## config.mk

```make
export PLATFORM = sky130hd
export DESIGN_NAME = dphy_lprx_multilane
export DESIGN_NICKNAME = d
export VERILOG_FILES = /design/src/rtl/dphy_lprx_multilane.sv
export SDC_FILE = /design/constraint.sdc
export NUM_CORES = 1
export LEC_CHECK = 0
export CAP_MARGIN = 20
export CORE_MARGIN = 2
export CORE_UTILIZATION = 40
export CTS_CLUSTER_DIAMETER = 100
export DETAILED_ROUTE_END_ITERATION = 10
export MAX_ROUTING_LAYER = met4
export PLACE_DENSITY = 0.65
export SYNTH_ARGS = -nofsm -noshare
export SYNTH_HDL_FRONTEND = slang
export SYNTH_SLANG_ARGS = --single-unit
```

## constraint.sdc

```tcl
create_clock -name LPRX_CLK -period 6.39 [get_ports LPRX_CLK]
set_input_delay 0.639 -clock LPRX_CLK [delete_from_list [all_inputs] [get_ports LPRX_CLK]]
set_output_delay 0.639 -clock LPRX_CLK [all_outputs]
set_load 0.005 [all_outputs]
```

## src/rtl/dphy_lprx_multilane.sv

```systemverilog
// Multi-lane D-PHY low-power receiver.
// Each lane synchronises and run-length filters its {Dp,Dn} comparator pair.
// It then follows the LP state sequence to enable the HS receiver after the
// termination delay, or to enter Escape mode, and it flags illegal sequences.
// Lanes share only the clock, the reset and the global enable.
//
// Handshake note: this block has no valid/ready interfaces. Every output is a
// registered level or pulse, and it updates on the rising edge of LPRX_CLK.
module dphy_lprx_multilane #(
  parameter int NUM_LANES      = 4,
  parameter int D_TERM_EN_TIME = 6,
  parameter int FILTER_LEN     = 2
) (
  input  logic                 LPRX_CLK,
  input  logic                 RxRst_n,
  input  logic                 LPEnable,
  input  logic [NUM_LANES-1:0] LP_Dp,
  input  logic [NUM_LANES-1:0] LP_Dn,
  output logic [NUM_LANES-1:0] HSRX_EN,
  output logic [NUM_LANES-1:0] ESC_EN,
  output logic [NUM_LANES-1:0] STOP_STATE,
  output logic [NUM_LANES-1:0] LP_ERR,
  output logic                 ALL_HSRX_EN
);

  localparam int CNT_W = $clog2(D_TERM_EN_TIME + 1);
  localparam int FLT_W = $clog2(FILTER_LEN + 1);

  localparam logic [CNT_W-1:0] TERM_CNT = CNT_W'(D_TERM_EN_TIME);
  localparam logic [CNT_W-1:0] CNT_ONE  = CNT_W'(1);
  localparam logic [FLT_W-1:0] FLT_MAX  = FLT_W'(FILTER_LEN);
  localparam logic [FLT_W-1:0] FLT_ONE  = FLT_W'(1);

  localparam logic [1:0] LP00 = 2'b00;
  localparam logic [1:0] LP01 = 2'b01;
  localparam logic [1:0] LP10 = 2'b10;
  localparam logic [1:0] LP11 = 2'b11;

  localparam logic [2:0] S_WAIT_STOP  = 3'd0;
  localparam logic [2:0] S_STOP       = 3'd1;
  localparam logic [2:0] S_HS_RQST    = 3'd2;
  localparam logic [2:0] S_HS_PREP    = 3'd3;
  localparam logic [2:0] S_HS_ACTIVE  = 3'd4;
  localparam logic [2:0] S_ESC_RQST   = 3'd5;
  localparam logic [2:0] S_ESC_BRIDGE = 3'd6;
  localparam logic [2:0] S_ESC_ACK    = 3'd7;

  for (genvar g = 0; g < NUM_LANES; g++) begin : g_lane
    logic [1:0]       sync1_q, sync2_q;
    logic [1:0]       last_q;
    logic [FLT_W-1:0] run_q, run_d;
    logic [1:0]       filt_q, filt_d;
    logic [2:0]       state_q, state_d;
    logic             esc_act_q, esc_act_d;
    logic [CNT_W-1:0] cnt_q, cnt_d;
    logic             err_d;
    logic             hsrx_q, esc_q, stop_q, err_q;

    // Two-flop synchroniser for the asynchronous comparator pair.
    always_ff @(posedge LPRX_CLK or negedge RxRst_n) begin
      if (!RxRst_n) begin
        sync1_q <= LP11;
        sync2_q <= LP11;
      end else begin
        sync1_q <= {LP_Dp[g], LP_Dn[g]};
        sync2_q <= sync1_q;
      end
    end

    // Run-length filter: accept a value once it has been seen on FILTER_LEN edges in a row.
    always_comb begin
      run_d = FLT_ONE;
      if (sync2_q == last_q) begin
        run_d = (run_q == FLT_MAX) ? run_q : run_q + FLT_ONE;
      end
      filt_d = (run_d == FLT_MAX) ? sync2_q : filt_q;
    end

    // Filter history and accepted LP state.
    always_ff @(posedge LPRX_CLK or negedge RxRst_n) begin
      if (!RxRst_n) begin
        last_q <= LP11;
        run_q  <= '0;
        filt_q <= LP11;
      end else begin
        last_q <= sync2_q;
        run_q  <= run_d;
        filt_q <= filt_d;
      end
    end

    // Lane FSM. It acts on the value the filter accepts at this same edge.
    // ESC_ACTIVE is held as a separate flag, so all nine states fit in 3 bits plus the flag.
    always_comb begin
      state_d   = state_q;
      esc_act_d = esc_act_q;
      cnt_d     = cnt_q;
      err_d     = 1'b0;
      if (!LPEnable) begin
        state_d   = S_WAIT_STOP;
        esc_act_d = 1'b0;
        cnt_d     = '0;
      end else if (esc_act_q) begin
        if (filt_d == LP11) begin
          state_d   = S_STOP;
          esc_act_d = 1'b0;
        end
      end else begin
        case (state_q)
          S_WAIT_STOP: begin
            if (filt_d == LP11) state_d = S_STOP;
          end
          S_STOP: begin
            case (filt_d)
              LP01:    state_d = S_HS_RQST;
              LP10:    state_d = S_ESC_RQST;
              LP00:    begin state_d = S_WAIT_STOP; err_d = 1'b1; end
              default: state_d = S_STOP;
            endcase
          end
          S_HS_RQST: begin
            case (filt_d)
              LP00:    begin state_d = S_HS_PREP; cnt_d = '0; end
              LP11:    state_d = S_STOP;
              LP10:    begin state_d = S_WAIT_STOP; err_d = 1'b1; end
              default: state_d = S_HS_RQST;
            endcase
          end
          S_HS_PREP: begin
            case (filt_d)
              LP00: begin
                if (cnt_q != TERM_CNT) cnt_d = cnt_q + CNT_ONE;
                if (cnt_d == TERM_CNT) state_d = S_HS_ACTIVE;
              end
              LP11:    begin state_d = S_STOP; cnt_d = '0; end
              default: begin state_d = S_WAIT_STOP; cnt_d = '0; err_d = 1'b1; end
            endcase
          end
          S_HS_ACTIVE: begin
            if (filt_d == LP11) begin
              state_d = S_STOP;
              cnt_d   = '0;
            end
          end
          S_ESC_RQST: begin
            case (filt_d)
              LP00:    state_d = S_ESC_BRIDGE;
              LP11:    state_d = S_STOP;
              LP01:    begin state_d = S_WAIT_STOP; err_d = 1'b1; end
              default: state_d = S_ESC_RQST;
            endcase
          end
          S_ESC_BRIDGE: begin
            case (filt_d)
              LP01:    state_d = S_ESC_ACK;
              LP11:    state_d = S_STOP;
              LP10:    begin state_d = S_WAIT_STOP; err_d = 1'b1; end
              default: state_d = S_ESC_BRIDGE;
            endcase
          end
          S_ESC_ACK: begin
            case (filt_d)
              LP00:    esc_act_d = 1'b1;
              LP11:    state_d = S_STOP;
              LP10:    begin state_d = S_WAIT_STOP; err_d = 1'b1; end
              default: state_d = S_ESC_ACK;
            endcase
          end
          default: state_d = S_WAIT_STOP;
        endcase
      end
    end

    // FSM state plus outputs. The outputs are registered from the next state, so they track the state exactly.
    always_ff @(posedge LPRX_CLK or negedge RxRst_n) begin
      if (!RxRst_n) begin
        state_q   <= S_WAIT_STOP;
        esc_act_q <= 1'b0;
        cnt_q     <= '0;
        hsrx_q    <= 1'b0;
        esc_q     <= 1'b0;
        stop_q    <= 1'b0;
        err_q     <= 1'b0;
      end else begin
        state_q   <= state_d;
        esc_act_q <= esc_act_d;
        cnt_q     <= cnt_d;
        hsrx_q    <= (state_d == S_HS_ACTIVE) && !esc_act_d;
        esc_q     <= esc_act_d;
        stop_q    <= (state_d == S_STOP) && !esc_act_d;
        err_q     <= err_d;
      end
    end

    assign HSRX_EN[g]    = hsrx_q;
    assign ESC_EN[g]     = esc_q;
    assign STOP_STATE[g] = stop_q;
    assign LP_ERR[g]     = err_q;
  end

  assign ALL_HSRX_EN = &HSRX_EN;

endmodule

```

==> out/results.txt, run 1 <==
The logs give 0.580 for the worst slew margin relative to its limit and 0.0119 mm^2 for the area inside the core boundary. The synthesized design contains 80 register bits. The tools report the switching power as 0.417 mW.

The tree is rooted in a sky130_fd_sc_hd__clkbuf_16. The clock period minus final worst setup slack works out to 3.15 ns. The placed instances occupy a cell area of 0.00513 mm^2. The register share of total power is 0.424, and the gate count of the mapped netlist is 523. The global route total overflow came out at 0. Dividing the detail-routed via count by the number of cells gives 5.68. The number of max-cap violations was 0.

The number of nets handed over by synthesis was 566. For the global-route usage over all layers, the log shows 0.171. The analysis attributes to cell leakage a power of 2.26 nW. The average wire per cell in the routed design was 14.8 um. Counting along the longest clock path gives a buffer depth of 2. The worst flop-to-flop path endpoint is g_lane[0].hsrx_q. The power consumption is 1.40 mW. The routability-driven placement congestion ratio came out at 0.938.

The run gives 0 as the final count of hold timing violations. The filler cell count in the final layout is 1127, and the count of port buffers added during placement is 27. The number of cells in the finished layout apart from fillers is 681. The first detailed-routing pass took 5 iterations. Yosys attributes the largest share of cell area to sky130_fd_sc_hd__dfrtp_1, sky130_fd_sc_hd__dfstp_2, sky130_fd_sc_hd__ha_1. The total count of max-transition violations in the final report came out at 0.

The area growth from synthesis to layout is 12.4%. The post-route setup TNS was 0 ns; the first-pass GRT wire length was 17.3 mm. After synthesis, the netlist uses 71 different library cells.

STA puts the critical path data required time at 6.64 ns. The tools report the final antenna-violating net count as 0. The final setup violation count was 0; the clock net sink count was 80.

The H-tree was split into 3 levels. The maximum vdd ir drop was 0.0000946 V. Including well taps, the total number of placed cells is 664. The floorplan die width is 114 um, and the post-CTS repair timing setup buffer count is 0. The sequential-to-total area share from yosys stat came out at 0.420. The tools report the number of inserted diodes as 0.

The critical path crosses 13 cells after its start point. For the total via count after detailed routing, the log shows 3865. After synthesis, the mean cell area works out to 9.29 um^2. The tools report the final worst-path setup slack as 3.24 ns. The run finished with clean final reports. Final hold analysis gives a worst-case slack of 0.180 ns. sky130_fd_sc_hd__dfrtp_1 takes more of the synthesized area than any other cell.

The worst setup path is launched from a flop. The effective utilization at floorplan is 0.408, and the final routed wirelength across all metal layers is 10.1 mm. The combinational power share came out at 0.197. After clock tree synthesis, the clock-pin slew on the worst setup and hold paths is 0.06 ns.

The synthesis warning total came out at 0. The setup clock skew after layout is 0.00470 ns. The kind of cell adding the most delay to the critical path is compound AO/OA/AOI/OAI gates. In the routed design, unresolved DRC markers number 0. Setup repair after global routing left no endpoint under its margin. The final worst-path cycle share was 0.493. 28 I/O pins were placed. The worst register-to-register path has a setup slack of 3.24 ns. For the pin with the worst max-slew slack, the measured transition is 0.630 ns. The number of cells on the worst reg-to-reg path is 13. The maximum fanout along the worst path works out to 6.

TritonCTS built the clock tree. The switching share of power works out to 0.298. The critical path data arrival time came out at 3.39 ns.

Proportion of netlist area held by the largest area contributor: 0.247. The run gives 7.02 mm as the detailed placer's ending HPWL. The critical path goes through inv_1, ha_1, nand2b_1, o31a_1, o21ai_1, inv_1, ha_1, nor3_1, nor2_1, a211oi_1, o31ai_1, o221a_2, nor4bb_1.

Based on the critical path, the design can be clocked at up to 0.318 GHz. The run gives 0.35 ns as the clock network latency to the later pin of the worst-skew pair. The min-delay analysis places its worst path in the category input port to async pin. For the number of gates resized after cts, the log shows 0. In the layout the commonest cells are sky130_fd_sc_hd__inv_1, sky130_fd_sc_hd__dfrtp_1, sky130_fd_sc_hd__nand2_1.

The core utilization of the finished layout came out at 0.459. The logs give 40 for the floorplan row count and 0.379 for the share of power burned in the clock network. Share of layout cells above drive strength 1: 0.127.

The die covers 0.0130 mm^2. Power spread over the standard cell area amounts to 256 mW/mm^2. Among all flip-flop cells after synthesis, the most frequent one is sky130_fd_sc_hd__dfrtp_1.

The tools report the number of antenna violations at the first check in global routing as 0. The slowest stage of the critical path is the sky130_fd_sc_hd__o21ai_1 cell. Entering global routing, the biggest net connects 81 pins. Counting both buffers and inverters, the worst setup path holds a total of 2.

The floorplan step set the die height to 114 um. The proportion of register bits with asynchronous set or reset after synthesis is 1.00. In the final design database the tool counted 572 nets.

The DRC violation total after the first TritonRoute iteration is 402. The type of the worst setup path was flop to flop. The maximum single-stage delay on the critical path came out at 0.39 ns.

The internal portion of the total power is 0.982 mW. Yosys mapped a number of flops with a built-in enable equal to 0. At the placement stage, the worst setup path has a slack of 3.27 ns. The finished cells cover 0.00546 mm^2.

The worst register-to-register path begins at g_lane[0].run_q[0]. The tools report the kind of end point of the critical path as a flop. The number of hold buffers added after CTS was 0. The number of global-route vias before repair was 3761; the clock buffer count from CTS was 9. In this run the cell area of the synthesized design comes to 0.00486 mm^2.
## kinds of logic after synthesis
group                      count (synthesis)  share of synthesized area
AOI/OAI and AO/OA                        139                      0.198
xor gates and xnor gates                  12                     0.0216
adders and majority gates                 32                     0.0824
buffers and inverters                     82                     0.0767
DFF                                       80                      0.420
muxes                                      4                    0.00850
and+or+nand+nor                          174                      0.193
## power groups by stage
| stage | sequential (mW) | combinational [mW] | clock [mW] |
|---|---|---|---|
| 3_3_place_gp | 0.601 | 0.265 | 0 |
| 3_5_place_dp | 0.601 | 0.270 | 0 |
| 4_1_cts | 0.593 | 0.272 | 0.551 |
| 6_report | 0.594 | 0.275 | 0.530 |
| 2_1_floorplan | 0.578 | 0.217 | 0 |
| 5_1_grt | 0.599 | 0.311 | 0.567 |
## worst max path at each step
stage,startpoint,to,slack (ns)
3_5_place_dp,g_lane[0].run_q[0],g_lane[0].hsrx_q,3.27
6_report,g_lane[0].run_q[0],g_lane[0].hsrx_q,3.24
3_3_place_gp,g_lane[0].run_q[0],g_lane[0].hsrx_q,3.29
5_1_grt,g_lane[0].run_q[0],g_lane[0].hsrx_q,2.96
2_1_floorplan,g_lane[2].run_q[0],g_lane[2].stop_q,3.61
4_1_cts,g_lane[0].run_q[0],g_lane[0].hsrx_q,3.25
## cell usage after synthesis (12+ instances only)
library cell	number
sky130_fd_sc_hd__inv_1	48
sky130_fd_sc_hd__nand3_1	17
sky130_fd_sc_hd__nand2b_1	24
sky130_fd_sc_hd__buf_4	16
sky130_fd_sc_hd__dfrtp_1	48
sky130_fd_sc_hd__dfstp_2	32
sky130_fd_sc_hd__nor2_1	28
sky130_fd_sc_hd__clkbuf_1	14
sky130_fd_sc_hd__nand2_1	39
sky130_fd_sc_hd__ha_1	32
sky130_fd_sc_hd__nor3_1	12
sky130_fd_sc_hd__o21ai_0	26
sky130_fd_sc_hd__a21oi_1	30
## state kept, by name, summed over array words and instances (netlist names)
| register | cells |
|---|---|
| g_lane.err_q | 4 |
| g_lane.run_q | 8 |
| g_lane.sync2_q | 8 |
| g_lane.esc_q | 4 |
| g_lane.last_q | 8 |
| g_lane.hsrx_q | 4 |
| g_lane.sync1_q | 8 |
| g_lane.state_q | 12 |
| g_lane.stop_q | 4 |
| g_lane.filt_q | 8 |
| g_lane.cnt_q | 12 |
## layer usage
| layer | vias to the layer above | global-route usage | share of wire |
|---|---|---|---|
| met5 | - | - | 0 |
| met4 | 0 | 0.0862 | 0.019 |
| met3 | 19 | 0.0397 | 0.048 |
| met2 | 115 | 0.275 | 0.49 |
| met1 | 1874 | 0.202 | 0.44 |
| li1 | 1857 | - | - |
## cell type report
cell class              count  area (um^2)  area share
clock inverters             6         68.8      0.0126
repair buffers             29          303      0.0554
well taps                 147          184      0.0337
clock buffers              10          239      0.0438
inverters                  48          180      0.0330
flip-flops and latches     80         2040       0.374
multi-input cells         361         2440       0.448
## worst reg2reg max path, delay by kind of cell (launching register included)
family	cells	cell delay, ns
simple gates	4	0.59
flops	1	0.32
fa+ha+maj	2	0.60
buf+inv	2	0.19
compound gates	5	1.35
(Power assumes the default switching activity.)
==> run 2, diff against run 1 <==
- clock period: 6.39 -> 3 ns (I/O delays scaled with it)
==> run 2 against run 1 <==
Clock skew is 0.0020 ns higher. Combinational power is 140% higher. Via count rose by 0.13%. Worst hold slack gained 0.17 ns. Routed wire length up 1.6%. Sequential power up 110%. Critical path depth is the same. Sequential share of layout area is 1.7 points lower. Largest cell class unchanged.
==> out/results.txt, run 2 (synthesis gave the netlist of run 1 again) <==
The kind of cell adding the most delay to the critical path was simple AND/OR/NAND/NOR gates (was compound AO/OA/AOI/OAI gates). The run gives 81 (unchanged) as the pin count of the biggest net entering global routing. Clock net sink count: 80 (unchanged).

Top Registers: g_lane.cnt_q: 12 flops, g_lane.state_q: 12 flops (unchanged). The final setup violation count was 0 (unchanged); the number of max-cap violations was 0 (unchanged). Final worst-path cycle share: 0.931 (was 0.493).

The chip height works out to 114 um (unchanged). Worst-margin pin slew: 0.540 ns (was 0.630 ns). The number of inserted diodes was 0 (unchanged).

The maximum fanout along the worst path was 3 (was 6). The tools report the first-pass GRT wire length as 17.4 mm (was 17.3 mm). The maximum single-stage delay on the critical path is 0.46 ns (was 0.39 ns), and the fmax is 0.358 GHz (was 0.318 GHz). The launching point of the worst reg2reg path was g_lane[2].run_q[0] (was g_lane[0].run_q[0]). The clock-pin slew on the worst setup and hold paths was 0.06 ns (about the same); the final antenna-violating net count was 0 (unchanged). The logs give 0.00521 mm^2 (was 0.00513 mm^2) for the total cell area at the placement stage and 0 ns (unchanged) for the post-route setup TNS.

The run gives 0.408 (unchanged) as the effective utilization at floorplan. Clock network latency to the later pin of the worst-skew pair: 0.34 ns (was 0.35 ns). The clock period minus final worst setup slack is 2.79 ns (was 3.15 ns), and the number of global-route vias before repair is 3764 (was 3761). Path category of the worst min-delay check: flop to flop (was input port to async pin). Cell chain of the critical path: inv_1, ha_1, nor2b_1, and3_1, o22ai_4, inv_1, ha_1, a21boi_1, nand2_1, o21ai_1, or4b_1, o2111a_2, and3_1 (was inv_1, ha_1, nand2b_1, o31a_1, o21ai_1, inv_1, ha_1, nor3_1, nor2_1, a211oi_1, o31ai_1, o221a_2, nor4bb_1). The run gives 0 (unchanged) as the final count of hold timing violations. The DRC violation total after the first TritonRoute iteration is 409 (was 402). The core utilization of the finished layout was 0.480 (was 0.459); the average wire per cell in the routed design was 14.7 um (was 14.8 um).

The filler cell count in the final layout was 1069 (was 1127); the final routed wirelength across all metal layers was 10.3 mm (was 10.1 mm). The deepest level of the CTS H-tree was 3 (unchanged). The run gives 0.924 (was 0.938) as the routability-driven placement congestion ratio. The library cell contributing the largest single delay on the critical path was sky130_fd_sc_hd__or4b_1 (was sky130_fd_sc_hd__o21ai_1). The share of layout cells above drive strength 1 works out to 0.182 (was 0.127). Total count of max-transition violations in the final report: 0 (unchanged). The number of optimization iterations in the first detailed-route pass was 5 (unchanged). The data required time of the critical path was 3.23 ns (was 6.64 ns); the post-route DRC violation count was 0 (unchanged). The kind of end point of the critical path is a flop (unchanged). Number of placed cells counting well taps: 675 (was 664). The critical path launch point type was a flop (unchanged). The library cell used most frequently in the layout, excluding fill and tap cells, is sky130_fd_sc_hd__dfrtp_1. The tools report the critical path data arrival time as 3.03 ns (was 3.39 ns).

The cell leakage power was 2.39 nW (was 2.26 nW). TritonCTS built the clock tree. The power per cell area is 574 mW/mm^2 (was 256 mW/mm^2), and the floorplan die width is 114 um (unchanged). The post-route standard cell area excluding fillers is 0.00572 mm^2 (was 0.00546 mm^2), and the depth of the worst hold-timing path is 0.

The flow ran to the end, and the final reports show no timing, DRC or antenna violations. The area growth from synthesis to layout is 17.7% (was 12.4%). The number of cells in the finished layout apart from fillers came out at 696 (was 681).

In this run the most critical hold path is launched from g_lane[3].sync1_q[1]. The logs give 0.00673 ns (was 0.00470 ns) for the setup clock skew after layout and 40 (unchanged) for the floorplan row count. The final worst-path setup slack is 0.206 ns (was 3.24 ns). The setup slack of the most critical reg-to-reg path is 0.21 ns (was 3.24 ns). The count of port buffers added during placement works out to 27 (unchanged).

The run gives 0.00204 mm^2 (unchanged) as the sequential cell area in the final layout. Buffer and inverter count on the worst path: 2 (unchanged). The final net count was 587 (was 572); the total area of multi-input combinational cells was 0.00252 mm^2 (was 0.00244 mm^2). Sink of the worst hold path: g_lane[3].sync2_q[1]. The global route total overflow is 0 (unchanged). The tools report the placement-stage worst setup slack as 0.120 ns (was 3.27 ns). The run gives 3870 (was 3865) as the total via count after detailed routing.

The tools report the clock buffer count from CTS as 9 (unchanged). Leading cell types in the layout, fill and taps excluded: sky130_fd_sc_hd__dfrtp_1, sky130_fd_sc_hd__inv_1, sky130_fd_sc_hd__nand2_1 (was sky130_fd_sc_hd__inv_1, sky130_fd_sc_hd__dfrtp_1, sky130_fd_sc_hd__nand2_1). The detailed placer's ending HPWL came out at 7.03 mm (was 7.02 mm). The maximum vdd ir drop was 0.000246 V (was 0.0000946 V); the number of cells on the worst reg-to-reg path was 13 (unchanged).

Worst slew margin relative to its limit: 0.637 (was 0.580). The buffer levels on the longest clock path came out at 2 (unchanged). The tools report the number of antenna violations at the first check in global routing as 0 (unchanged). The type of the worst setup path was flop to flop (unchanged). The average via count per standard cell is 5.56 (was 5.68).

The tools report the clock tree root driver cell as sky130_fd_sc_hd__clkbuf_16 (unchanged). The die area was 0.0130 mm^2 (unchanged); the area inside the core boundary was 0.0119 mm^2 (unchanged). The global-route usage over all layers was 0.170 (was 0.171).

The tools report the number of top-level design ports as 28 (unchanged). The worst flop-to-flop path endpoint is g_lane[2].stop_q (was g_lane[0].hsrx_q).
==> run 2: cell count changes in the layout (fill, tap and decap cells not counted), moves of 2 or more <==
cell | before | now
sky130_fd_sc_hd__bufinv_16 | 1 | 4
sky130_fd_sc_hd__ha_1 | 32 | 29
sky130_fd_sc_hd__clkinv_4 | 3 | 0
sky130_fd_sc_hd__o21ai_0 | 26 | 24
sky130_fd_sc_hd__ha_2 | 0 | 3
sky130_fd_sc_hd__buf_4 | 2 | 16
sky130_fd_sc_hd__o21ai_2 | 0 | 2
==> run 2: how the worst max path moves through the flow <==
stage / startpoint / to / slack, ns / cells after the start
after floorplan: g_lane[2].run_q[0] / g_lane[2].stop_q / 0.22 / 13
after global placement: g_lane[2].run_q[0] / g_lane[2].stop_q / 0.20 / 13
after detailed placement: g_lane[0].run_q[0] / g_lane[0].stop_q / 0.12 / 13
after CTS: g_lane[0].run_q[0] / g_lane[0].hsrx_q / 0.07 / 13
after global routing: g_lane[1].run_q[0] / g_lane[1].stop_q / -0.002 / 12
final: g_lane[2].run_q[0] / g_lane[2].stop_q / 0.21 / 13
==> run 2: what timing repair did <==
| item | 4_1_cts | 5_1_grt |
|---|---|---|
| setup endpoints to repair | 0 | 9 |
| setup buffers | 0 | 3 |
| resized for setup | 0 | 22 |
| hold buffers | 0 | 1 |
| hold endpoints to repair | 0 | 9 |
==> run 2: routing by layer <==
layer	wire length, um	GRT usage	vias up	part of all wire
li1	-	-	1889	-
met1	4650	0.211	1835	0.45
met2	4870	0.265	116	0.48
met3	459	0.0424	30	0.045
met4	280	0.0715	0	0.027
met5	0	-	-	0
==> run 2: through the flow <==
stage | power (mW) | hold slack [ns]
detailed placement | 1.89 | 0.347
CTS | 3.26 | 0.173
floorplan | 1.69 | 0.00441
finish | 3.28 | 0.355
global placement | 1.88 | 0.346
global route | 3.46 | 0.355
==> run 2: power by group <==
part,internal [mW],switching [mW]
sequential,1.18,0.0846
combinational,0.290,0.373
clock,0.917,0.434
==> run 2: final cells by class <==
class	instances	share of cell area
multi-input combinational	361	0.442
sequential	80	0.357
timing repair buffer	44	0.0731
clock buffer	10	0.0418
tap	147	0.0322
inverter	48	0.0315
clock inverter	6	0.0228
